`src/rtl/traffic_phase_ctrl_if.sv`:
```
// Mode/request inputs and lamp outputs of traffic_phase_ctrl.
// The controller takes the slave side; whoever drives the modes and requests takes the master side.
interface traffic_phase_ctrl_if #(
    parameter int NUM_PHASES = 2
);
    localparam int PW = (NUM_PHASES > 1) ? $clog2(NUM_PHASES) : 1;

    logic                  FM;
    logic                  TEST;
    logic [NUM_PHASES-1:0] DEMAND;
    logic [NUM_PHASES-1:0] GRN;
    logic [NUM_PHASES-1:0] YLW;
    logic [NUM_PHASES-1:0] RED;
    logic [PW-1:0]         PHASE;

    modport master (
        output FM, TEST, DEMAND,
        input  GRN, YLW, RED, PHASE
    );

    modport slave (
        input  FM, TEST, DEMAND,
        output GRN, YLW, RED, PHASE
    );
endinterface

```
`src/rtl/traffic_phase_ctrl.sv`:
```
// Multi-approach traffic-light sequencer: GREEN -> YELLOW -> ALL-RED per
// approach, shared prescaled interval timer, farm-mode demand skipping.
module traffic_phase_ctrl #(
    parameter int NUM_PHASES   = 2,
    parameter int TW           = 8,
    parameter int GREEN_TICKS  = 40,
    parameter int YELLOW_TICKS = 4,
    parameter int ALLRED_TICKS = 2,
    parameter int PRESCALE     = 16
) (
    input  logic                CK,
    input  logic                CLRN,
    traffic_phase_ctrl_if.slave ctrl_io
);
    localparam int PW  = (NUM_PHASES > 1) ? $clog2(NUM_PHASES) : 1;
    localparam int PSW = $clog2(PRESCALE);

    localparam logic [TW-1:0]  G_LD    = TW'(GREEN_TICKS - 1);
    localparam logic [TW-1:0]  Y_LD    = TW'(YELLOW_TICKS - 1);
    localparam logic [TW-1:0]  A_LD    = TW'(ALLRED_TICKS - 1);
    localparam logic [PSW-1:0] P_TOP   = PSW'(PRESCALE - 1);
    localparam logic [PW-1:0]  PH_LAST = PW'(NUM_PHASES - 1);

    typedef enum logic [1:0] {
        S_ALLRED,
        S_GREEN,
        S_YELLOW
    } state_e;

    state_e                state_q, state_d;
    logic [PW-1:0]         phase_q, phase_d;
    logic [TW-1:0]         timer_q, timer_d;
    logic [PSW-1:0]        pre_q, pre_d;
    logic [NUM_PHASES-1:0] dem_q, dem_d;
    logic [NUM_PHASES-1:0] grn_q, grn_d;
    logic [NUM_PHASES-1:0] ylw_q, ylw_d;

    logic                  tick;
    logic                  expiry;
    logic                  other_dem;
    logic [NUM_PHASES-1:0] cur_oh;
    logic [NUM_PHASES-1:0] nxt_oh;
    logic [NUM_PHASES-1:0] clr;
    logic [PW-1:0]         nxt_phase;
    int                    best_c;
    int                    dist_c;
    int                    tgt_c;

    // Prescaler: TEST forces a tick every cycle and parks the count at 0
    always_comb begin
        tick  = 1'b0;
        pre_d = pre_q;
        if (ctrl_io.TEST) begin
            tick  = 1'b1;
            pre_d = '0;
        end else if (pre_q == P_TOP) begin
            tick  = 1'b1;
            pre_d = '0;
        end else begin
            pre_d = pre_q + PSW'(1);
        end
    end

    assign expiry    = tick && (timer_q == '0);
    assign cur_oh    = NUM_PHASES'(1) << phase_q;
    assign other_dem = |(dem_q & ~cur_oh);

    // Nearest cyclic successor with latched demand; distance N means self
    always_comb begin
        best_c = 1;
        dist_c = 0;
        if (ctrl_io.FM) begin
            best_c = NUM_PHASES + 1;
            for (int j = NUM_PHASES - 1; j >= 0; j--) begin
                dist_c = j - int'(phase_q);
                if (dist_c <= 0) dist_c = dist_c + NUM_PHASES;
                if (dem_q[j] && dist_c < best_c) best_c = dist_c;
            end
            if (best_c > NUM_PHASES) best_c = 1;
        end
        tgt_c = int'(phase_q) + best_c;
        if (tgt_c >= NUM_PHASES) tgt_c = tgt_c - NUM_PHASES;
        nxt_phase = PW'(tgt_c);
    end

    assign nxt_oh = NUM_PHASES'(1) << nxt_phase;

    always_comb begin
        state_d = state_q;
        phase_d = phase_q;
        timer_d = timer_q;
        clr     = '0;
        if (tick) timer_d = timer_q - TW'(1);
        if (expiry) begin
            unique case (state_q)
                S_ALLRED: begin
                    state_d = S_GREEN;
                    phase_d = nxt_phase;
                    timer_d = G_LD;
                    clr     = nxt_oh;
                end
                S_GREEN: begin
                    if (ctrl_io.FM && !other_dem) begin
                        timer_d = G_LD;
                    end else begin
                        state_d = S_YELLOW;
                        timer_d = Y_LD;
                    end
                end
                S_YELLOW: begin
                    state_d = S_ALLRED;
                    timer_d = A_LD;
                end
                default: begin
                    state_d = S_ALLRED;
                    timer_d = A_LD;
                end
            endcase
        end
    end

    // Clear beats a coinciding request, but only for the approach going green
    assign dem_d = (dem_q | ctrl_io.DEMAND) & ~clr;

    always_comb begin
        grn_d = '0;
        ylw_d = '0;
        unique case (state_d)
            S_GREEN:  grn_d = NUM_PHASES'(1) << phase_d;
            S_YELLOW: ylw_d = NUM_PHASES'(1) << phase_d;
            default: ;
        endcase
    end

    always_ff @(posedge CK or negedge CLRN) begin
        if (!CLRN) begin
            state_q <= S_ALLRED;
            phase_q <= PH_LAST;
            timer_q <= A_LD;
            pre_q   <= '0;
            dem_q   <= '0;
            grn_q   <= '0;
            ylw_q   <= '0;
        end else begin
            state_q <= state_d;
            phase_q <= phase_d;
            timer_q <= timer_d;
            pre_q   <= pre_d;
            dem_q   <= dem_d;
            grn_q   <= grn_d;
            ylw_q   <= ylw_d;
        end
    end

    assign ctrl_io.GRN   = grn_q;
    assign ctrl_io.YLW   = ylw_q;
    assign ctrl_io.RED   = ~(grn_q | ylw_q);
    assign ctrl_io.PHASE = phase_q;
endmodule

```
`src/flat_wrapper.sv`:
```
// flat-port wrapper written by rule: the top's interface ports become plain ports
module traffic_phase_ctrl_flat 
#(
    parameter int NUM_PHASES   = 2,
    parameter int TW           = 8,
    parameter int GREEN_TICKS  = 40,
    parameter int YELLOW_TICKS = 4,
    parameter int ALLRED_TICKS = 2,
    parameter int PRESCALE     = 16
)
  (CK, CLRN, ctrl_io_FM, ctrl_io_TEST, ctrl_io_DEMAND, ctrl_io_GRN, ctrl_io_YLW, ctrl_io_RED, ctrl_io_PHASE);
  traffic_phase_ctrl_if #(.NUM_PHASES(NUM_PHASES)) ctrl_io_i ();
  input  logic CK;
  input  logic CLRN;
  input wire logic [$bits(ctrl_io_i.FM)-1:0] ctrl_io_FM;
  input wire logic [$bits(ctrl_io_i.TEST)-1:0] ctrl_io_TEST;
  input wire logic [$bits(ctrl_io_i.DEMAND)-1:0] ctrl_io_DEMAND;
  output wire logic [$bits(ctrl_io_i.GRN)-1:0] ctrl_io_GRN;
  output wire logic [$bits(ctrl_io_i.YLW)-1:0] ctrl_io_YLW;
  output wire logic [$bits(ctrl_io_i.RED)-1:0] ctrl_io_RED;
  output wire logic [$bits(ctrl_io_i.PHASE)-1:0] ctrl_io_PHASE;
  assign ctrl_io_i.FM = ctrl_io_FM;
  assign ctrl_io_i.TEST = ctrl_io_TEST;
  assign ctrl_io_i.DEMAND = ctrl_io_DEMAND;
  assign ctrl_io_GRN = ctrl_io_i.GRN;
  assign ctrl_io_YLW = ctrl_io_i.YLW;
  assign ctrl_io_RED = ctrl_io_i.RED;
  assign ctrl_io_PHASE = ctrl_io_i.PHASE;
  traffic_phase_ctrl #(.NUM_PHASES(NUM_PHASES), .TW(TW), .GREEN_TICKS(GREEN_TICKS), .YELLOW_TICKS(YELLOW_TICKS), .ALLRED_TICKS(ALLRED_TICKS), .PRESCALE(PRESCALE)) u_core (.CK(CK), .CLRN(CLRN), .ctrl_io(ctrl_io_i));
endmodule
```
`config.mk`:
```
export PLATFORM = sky130hd
export DESIGN_NAME = traffic_phase_ctrl_flat
export DESIGN_NICKNAME = d
export VERILOG_FILES = /design/src/rtl/traffic_phase_ctrl_if.sv /design/src/rtl/traffic_phase_ctrl.sv /design/src/flat_wrapper.sv
export SDC_FILE = /design/constraint.sdc
export NUM_CORES = 1
export LEC_CHECK = 0
export CELL_PAD_IN_SITES_DETAIL_PLACEMENT = 0
export CELL_PAD_IN_SITES_GLOBAL_PLACEMENT = 2
export CORE_AREA = 4 4 62 64
export CTS_CLUSTER_SIZE = 28
export DETAILED_ROUTE_END_ITERATION = 7
export DIE_AREA = 0 0 66 68
export GPL_ROUTABILITY_DRIVEN = 0
export MAX_ROUTING_LAYER = met4
export PLACE_DENSITY = 0.74
export RECOVER_POWER = 50
export SLEW_MARGIN = 20
export SYNTH_ARGS = -nofsm -noshare
export SYNTH_HDL_FRONTEND = slang
export SYNTH_SLANG_ARGS = --single-unit
```
`constraint.sdc`:
```
create_clock -name CK -period 2.36 [get_ports CK]
set_clock_uncertainty 0.15 [all_clocks]
set_input_delay 0.472 -clock CK [delete_from_list [all_inputs] [get_ports CK]]
set_output_delay 0.472 -clock CK [all_outputs]
set_load 0.005 [all_outputs]
```
After elaboration in Yosys (flattened, before gate mapping)
Cells that the tools add are included.
{"block": "totals", "reg_bits": 21, "word_cells": 72}
{"block": "op_classes", "n_mux": 28, "shifts": 3, "add_sub_neg": 8, "magnitude_cmp": 6, "bitwise_logic": 7, "n_reduce_logical": 9, "eq_ne": 4}
{"cell": "$mux W32", "count": 10}
{"cell": "$add A32 B3 Y32 const B", "count": 2}
{"cell": "$le A32 B1 Y1 const B", "count": 2}
{"cell": "$add A2 B32 Y32", "count": 1}
{"cell": "$ge A32 B3 Y1 const B", "count": 1}
{"cell": "$gt A32 B3 Y1 const B", "count": 1}
{"cell": "$lt A32 B3 Y1 const B", "count": 1}
{"cell": "$lt A32 B32 Y1", "count": 1}
{"cell": "$mux W8", "count": 2}
{"cell": "$pmux W8 S2", "count": 1}
{"cell": "$mux W2", "count": 6}
{"cell": "$logic_not A8 Y1", "count": 1}
{"cell": "$mux W4", "count": 2}
{"cell": "$sub A8 B1 Y8 const B", "count": 1}
{"cell": "$mux W6", "count": 1}
{"cell": "$not A2 Y2", "count": 3}
{"cell": "$shl A1 B1 Y2 const A", "count": 3}
{"cell": "$mux W1", "count": 5}
{"cell": "$add A4 B1 Y4 const B", "count": 1}
{"cell": "$and A2 B2 Y2", "count": 2}
{"cell": "$eq A2 B1 Y1 const B", "count": 2}
{"cell": "$eq A4 B4 Y1 const B", "count": 1}
{"cell": "$logic_and A1 B1 Y1", "count": 4}
{"cell": "$or A2 B2 Y2", "count": 2}
{"cell": "8 further kinds", "count": 9}

Logic depth before layout (Yosys ltp)
{"block": "depth", "word_depth": 23, "depth_mapped": 6}

Worst setup path before layout
OpenSTA, ideal clock, no wires.
{"block": "synth_path", "kind": "register to register", "from": "reg u_core.timer_q[1]", "to": "reg u_core.state_q[0]", "required_ps": 2144, "stages_incl_launch_ff": 7, "t_arrival_ps": 1744, "period_less_slack_ps": 1960, "setup_slack_ps": 400, "cell_sequence": "dfrtp_1 > inv_1 > ha_1 > nor3b_1 > nand2_1 > or4_4 > nand2_1"}
{"block": "synth_via", "elab_chain_cells": 3}
{"item": "start, declared", "line_no": "traffic_phase_ctrl.sv:32", "rtl": "logic [TW-1:0] timer_q, timer_d;"}
{"item": "start signal, assigned", "line_no": "traffic_phase_ctrl.sv:147", "rtl": "timer_q <= timer_d;"}
{"item": "$logic_not A8 Y1", "line_no": "traffic_phase_ctrl.sv:64", "rtl": "assign expiry = tick && (timer_q == '0);"}
{"item": "$logic_and A1 B1 Y1", "line_no": "traffic_phase_ctrl.sv:64"}
{"item": "$mux W2", "line_no": "traffic_phase_ctrl.sv:94", "rtl": "if (expiry) begin"}
{"item": "via u_core.state_d[0]", "line_no": "traffic_phase_ctrl.sv:30", "rtl": "state_e state_q, state_d;"}
{"item": "end signal, assigned", "line_no": "traffic_phase_ctrl.sv:145", "rtl": "state_q <= state_d;"}
{"item": "end, declared", "line_no": "traffic_phase_ctrl.sv:30"}
The timed path passes the listed nets, and every way through them passes these cells.
A chain may end at the register's enable or synchronous reset.

Final worst setup path
{"block": "layout_path", "from": "reg u_core.timer_q[1]", "to": "reg u_core.grn_q[0] (netlist: u_core.ctrl_io.GRN[0])"}
{"block": "layout_via", "elab_chain_cells": 5, "elab_cells_between_ends": 7, "cone_classes": "1 x eq/ne; 1 x shift; 3 x mux; 2 x reduce/logical"}
{"item": "$logic_not A8 Y1 (*)", "line_no": "traffic_phase_ctrl.sv:64"}
{"item": "$logic_and A1 B1 Y1 (*)", "line_no": "traffic_phase_ctrl.sv:64"}
{"item": "$mux W2 / $mux W1 (equally long branches)", "line_no": "traffic_phase_ctrl.sv:94"}
{"item": "$eq A2 B1 Y1 / $shl A1 B1 Y2 (equally long branches)", "line_no": "traffic_phase_ctrl.sv:128, traffic_phase_ctrl.sv:129"}
{"item": "$mux W2 (*)", "line_no": "traffic_phase_ctrl.sv:128", "rtl": "unique case (state_d)"}
{"item": "via u_core.grn_d[0]", "line_no": "traffic_phase_ctrl.sv:35", "rtl": "logic [NUM_PHASES-1:0] grn_q, grn_d;"}
{"item": "end signal, assigned", "line_no": "traffic_phase_ctrl.sv:150", "rtl": "grn_q <= grn_d;"}
{"item": "end, declared", "line_no": "traffic_phase_ctrl.sv:35"}
The timed path passes the listed nets; every way through them passes the cells marked *.

==> flow_summary.json <==
{
  "outcome": "finished clean",
  "power.total_uw": 1244,
  "fin_setup_tns_ns": 0,
  "cts_htree_levels": 1,
  "die-height_um": 68,
  "clock-sinks": 21,
  "io_buffer_count": 12,
  "die_w_um": 66,
  "via_per_inst": 4.906,
  "wl_per_cell_um": 12.65,
  "antenna_found_initial": 0,
  "synth_seq_area_share": 0.4936,
  "cts_root_buf": "clkbuf_4",
  "postCtsSetupBuffers": 0,
  "hold_viol_final": 0,
  "start_util": 0.3257,
  "dp_hpwl_um": 1581,
  "grt_setup_unrepaired": "false",
  "p_leak_uw": 0.0005377,
  "worstPathArrival_ns": 2.17,
  "grt_pass1_vias": 815,
  "setup_violations": 0,
  "drive_gt1_frac": 0.1210,
  "grt_max_degree": 22,
  "synth_area_um2": 1070,
  "fmax_mhz": 473.0,
  "grt.total_usage": 0.1164,
  "overflow": 0,
  "dieArea_um2": 4488,
  "cts_hold_buf": 0,
  "vias": 834,
  "critPathMaxFanout": 7,
  "diodes": 0,
  "dr.pass1.iters": 4,
  "critPathLaunchType": "flip-flop",
  "cts_buffers": 3,
  "syn_inst": 107,
  "drt_iter0_markers": 14,
  "final_common_cell": "dfrtp_1",
  "clk_path_buf_depth": 2,
  "clk_latency_ns": 0.30,
  "rows": 21,
  "yosys_register_bits": 21,
  "mostFrequentLayoutCells": "dfrtp_1 (19), nor2_1 (14), clkdlybuf4s50_1 (11), a21oi_1 (8), nand2_1 (7)",
  "cts_resized": 0,
  "drtAntennaViolNets": 0,
  "crit_required_ns": 2.42,
  "cap_violations": 0,
  "clk_pin_slew_ns": 0.12,
  "fin_nets": 134,
  "yosys_warnings": 0,
  "synth.distinct_cells": 38,
  "worst_pin_slew_ns": 1.117,
  "area_growth_pct": 20.12,
  "design.core.area_um2": 3284,
  "hp-class": "flip-flop to flip-flop",
  "finalCritPeriodShare": 0.8958,
  "cts_tree": "yes",
  "powerDensity_nw_per_um2": 968.3,
  "grt_pass1_wl_um": 3822,
  "min_period_ns": 2.114,
  "r2r_slack_ns": 0.25,
  "wl_um": 2150,
  "relSlewSlack": 0.2554,
  "ir_drop_v": 0.0004316,
  "avgSynthCellArea_um2": 9.998,
  "num_io_pins": 13,
  "crit_type": "flip-flop to flip-flop",
  "critPathCaptureType": "flip-flop",
  "synth.net_count": 116,
  "drc": 0,
  "slew_violations": 0
}
[critical path, stage by stage, from the launching register on]
cell and delay, ns:
dfrtp_1 0.42, inv_1 0.11, ha_1 0.16, or3b_2 0.49, nor3_4 0.35, nand2_2 0.12
a32o_1 0.22
[where the power goes]
group          switching (uW)  internal, uW
combinational             207           235
sequential                153           475
clock                     108          65.9
[cells by family after synthesis]
family                   count (synthesis)  share of synthesized area
XOR/XNOR                                 5                    0.04094
buffers and inverters                    7                    0.02456
multiplexers                             2                    0.01871
AND/OR/NAND/NOR                         48                     0.2562
adder cells (fa/ha/maj)                  3                    0.03509
AO/OA/AOI/OAI                           21                     0.1310
flip-flops                              21                     0.4936
[metrics by stage]
stage | worst slack, ns | hold slack (ns) | util | cell area [um^2] | std cells
floorplan | 0.3996 | 0.02641 | - | 1070 | 107
global route | 0.1039 | 0.3825 | 0.3912 | 1285 | 170
detailed placement | 0.2305 | 0.3243 | 0.3855 | 1266 | 166
CTS | 0.2126 | 0.3410 | 0.3935 | 1292 | 170
global placement | 0.2136 | 0.3138 | 0.3855 | 1266 | 166
finish | 0.2459 | 0.3329 | 0.3912 | 1285 | 170
[worst paths after layout]
check	start	cells past startpoint	end
hold reg to reg	u_core.pre_q[0]	1	u_core.pre_q[0]
hold / removal	u_core.pre_q[0]	1	u_core.pre_q[0]
max in group asynchronous	CLRN	2	u_core.dem_q[0]
setup reg to reg	u_core.timer_q[1]	6	u_core.ctrl_io.GRN[0]
setup / recovery	u_core.timer_q[1]	6	u_core.ctrl_io.GRN[0]
min in group asynchronous	CLRN	2	u_core.timer_q[7]
[sequential cells by signal, summed over array words and instances (netlist names)]
name,flops
u_core.ctrl_io.GRN,2
u_core.ctrl_io.YLW,2
u_core.timer_q,8
u_core.pre_q,4
u_core.dem_q,2
u_core.ctrl_io.PHASE,1
u_core.state_q,2
[cell type report]
type | instances | area, um^2
sequential | 21 | 528.0
timing repair buffer | 16 | 142.6
multi-input combinational | 79 | 515.5
inverter | 4 | 15.01
tap | 46 | 57.56
fill | 353 | 1999
clock buffer | 4 | 26.28
[layer usage]
layer | vias up | routed length [um] | track usage
li1 | 422 | - | -
met1 | 400 | 1014 | 0.1395
met2 | 10 | 1038 | 0.1890
met3 | 2 | 73 | 0.03448
met4 | 0 | 23 | 0.03807
met5 | - | 0 | -
[cells in the mapped netlist (all sizes together)]
cell,count,area share
xor2,2,0.016
o21bai,1,0.0070
nor4,4,0.029
or3b,1,0.0082
nand2,8,0.030
nor2,14,0.049
a21o,1,0.0070
nand3b,1,0.0070
a31oi,2,0.012
or4,3,0.028
nor3,4,0.029
xnor2,3,0.025
nor2b,2,0.012
a21boi,1,0.0070
or3,1,0.0059
ha,3,0.035
mux2i,2,0.019
o22ai,1,0.0059
and3,1,0.0059
a31o,1,0.0082
o31ai,2,0.019
inv,4,0.014
a21oi,8,0.037
dfrtp,19,0.44
a32o,2,0.019
nor3b,2,0.014
o21ai,2,0.0094
and2,1,0.0059
nand4b,1,0.0082
dfstp,2,0.049
buf,1,0.0035
clkbuf,2,0.0070
nand3,5,0.023
Note: power is estimated with default switching activity, not from simulation.
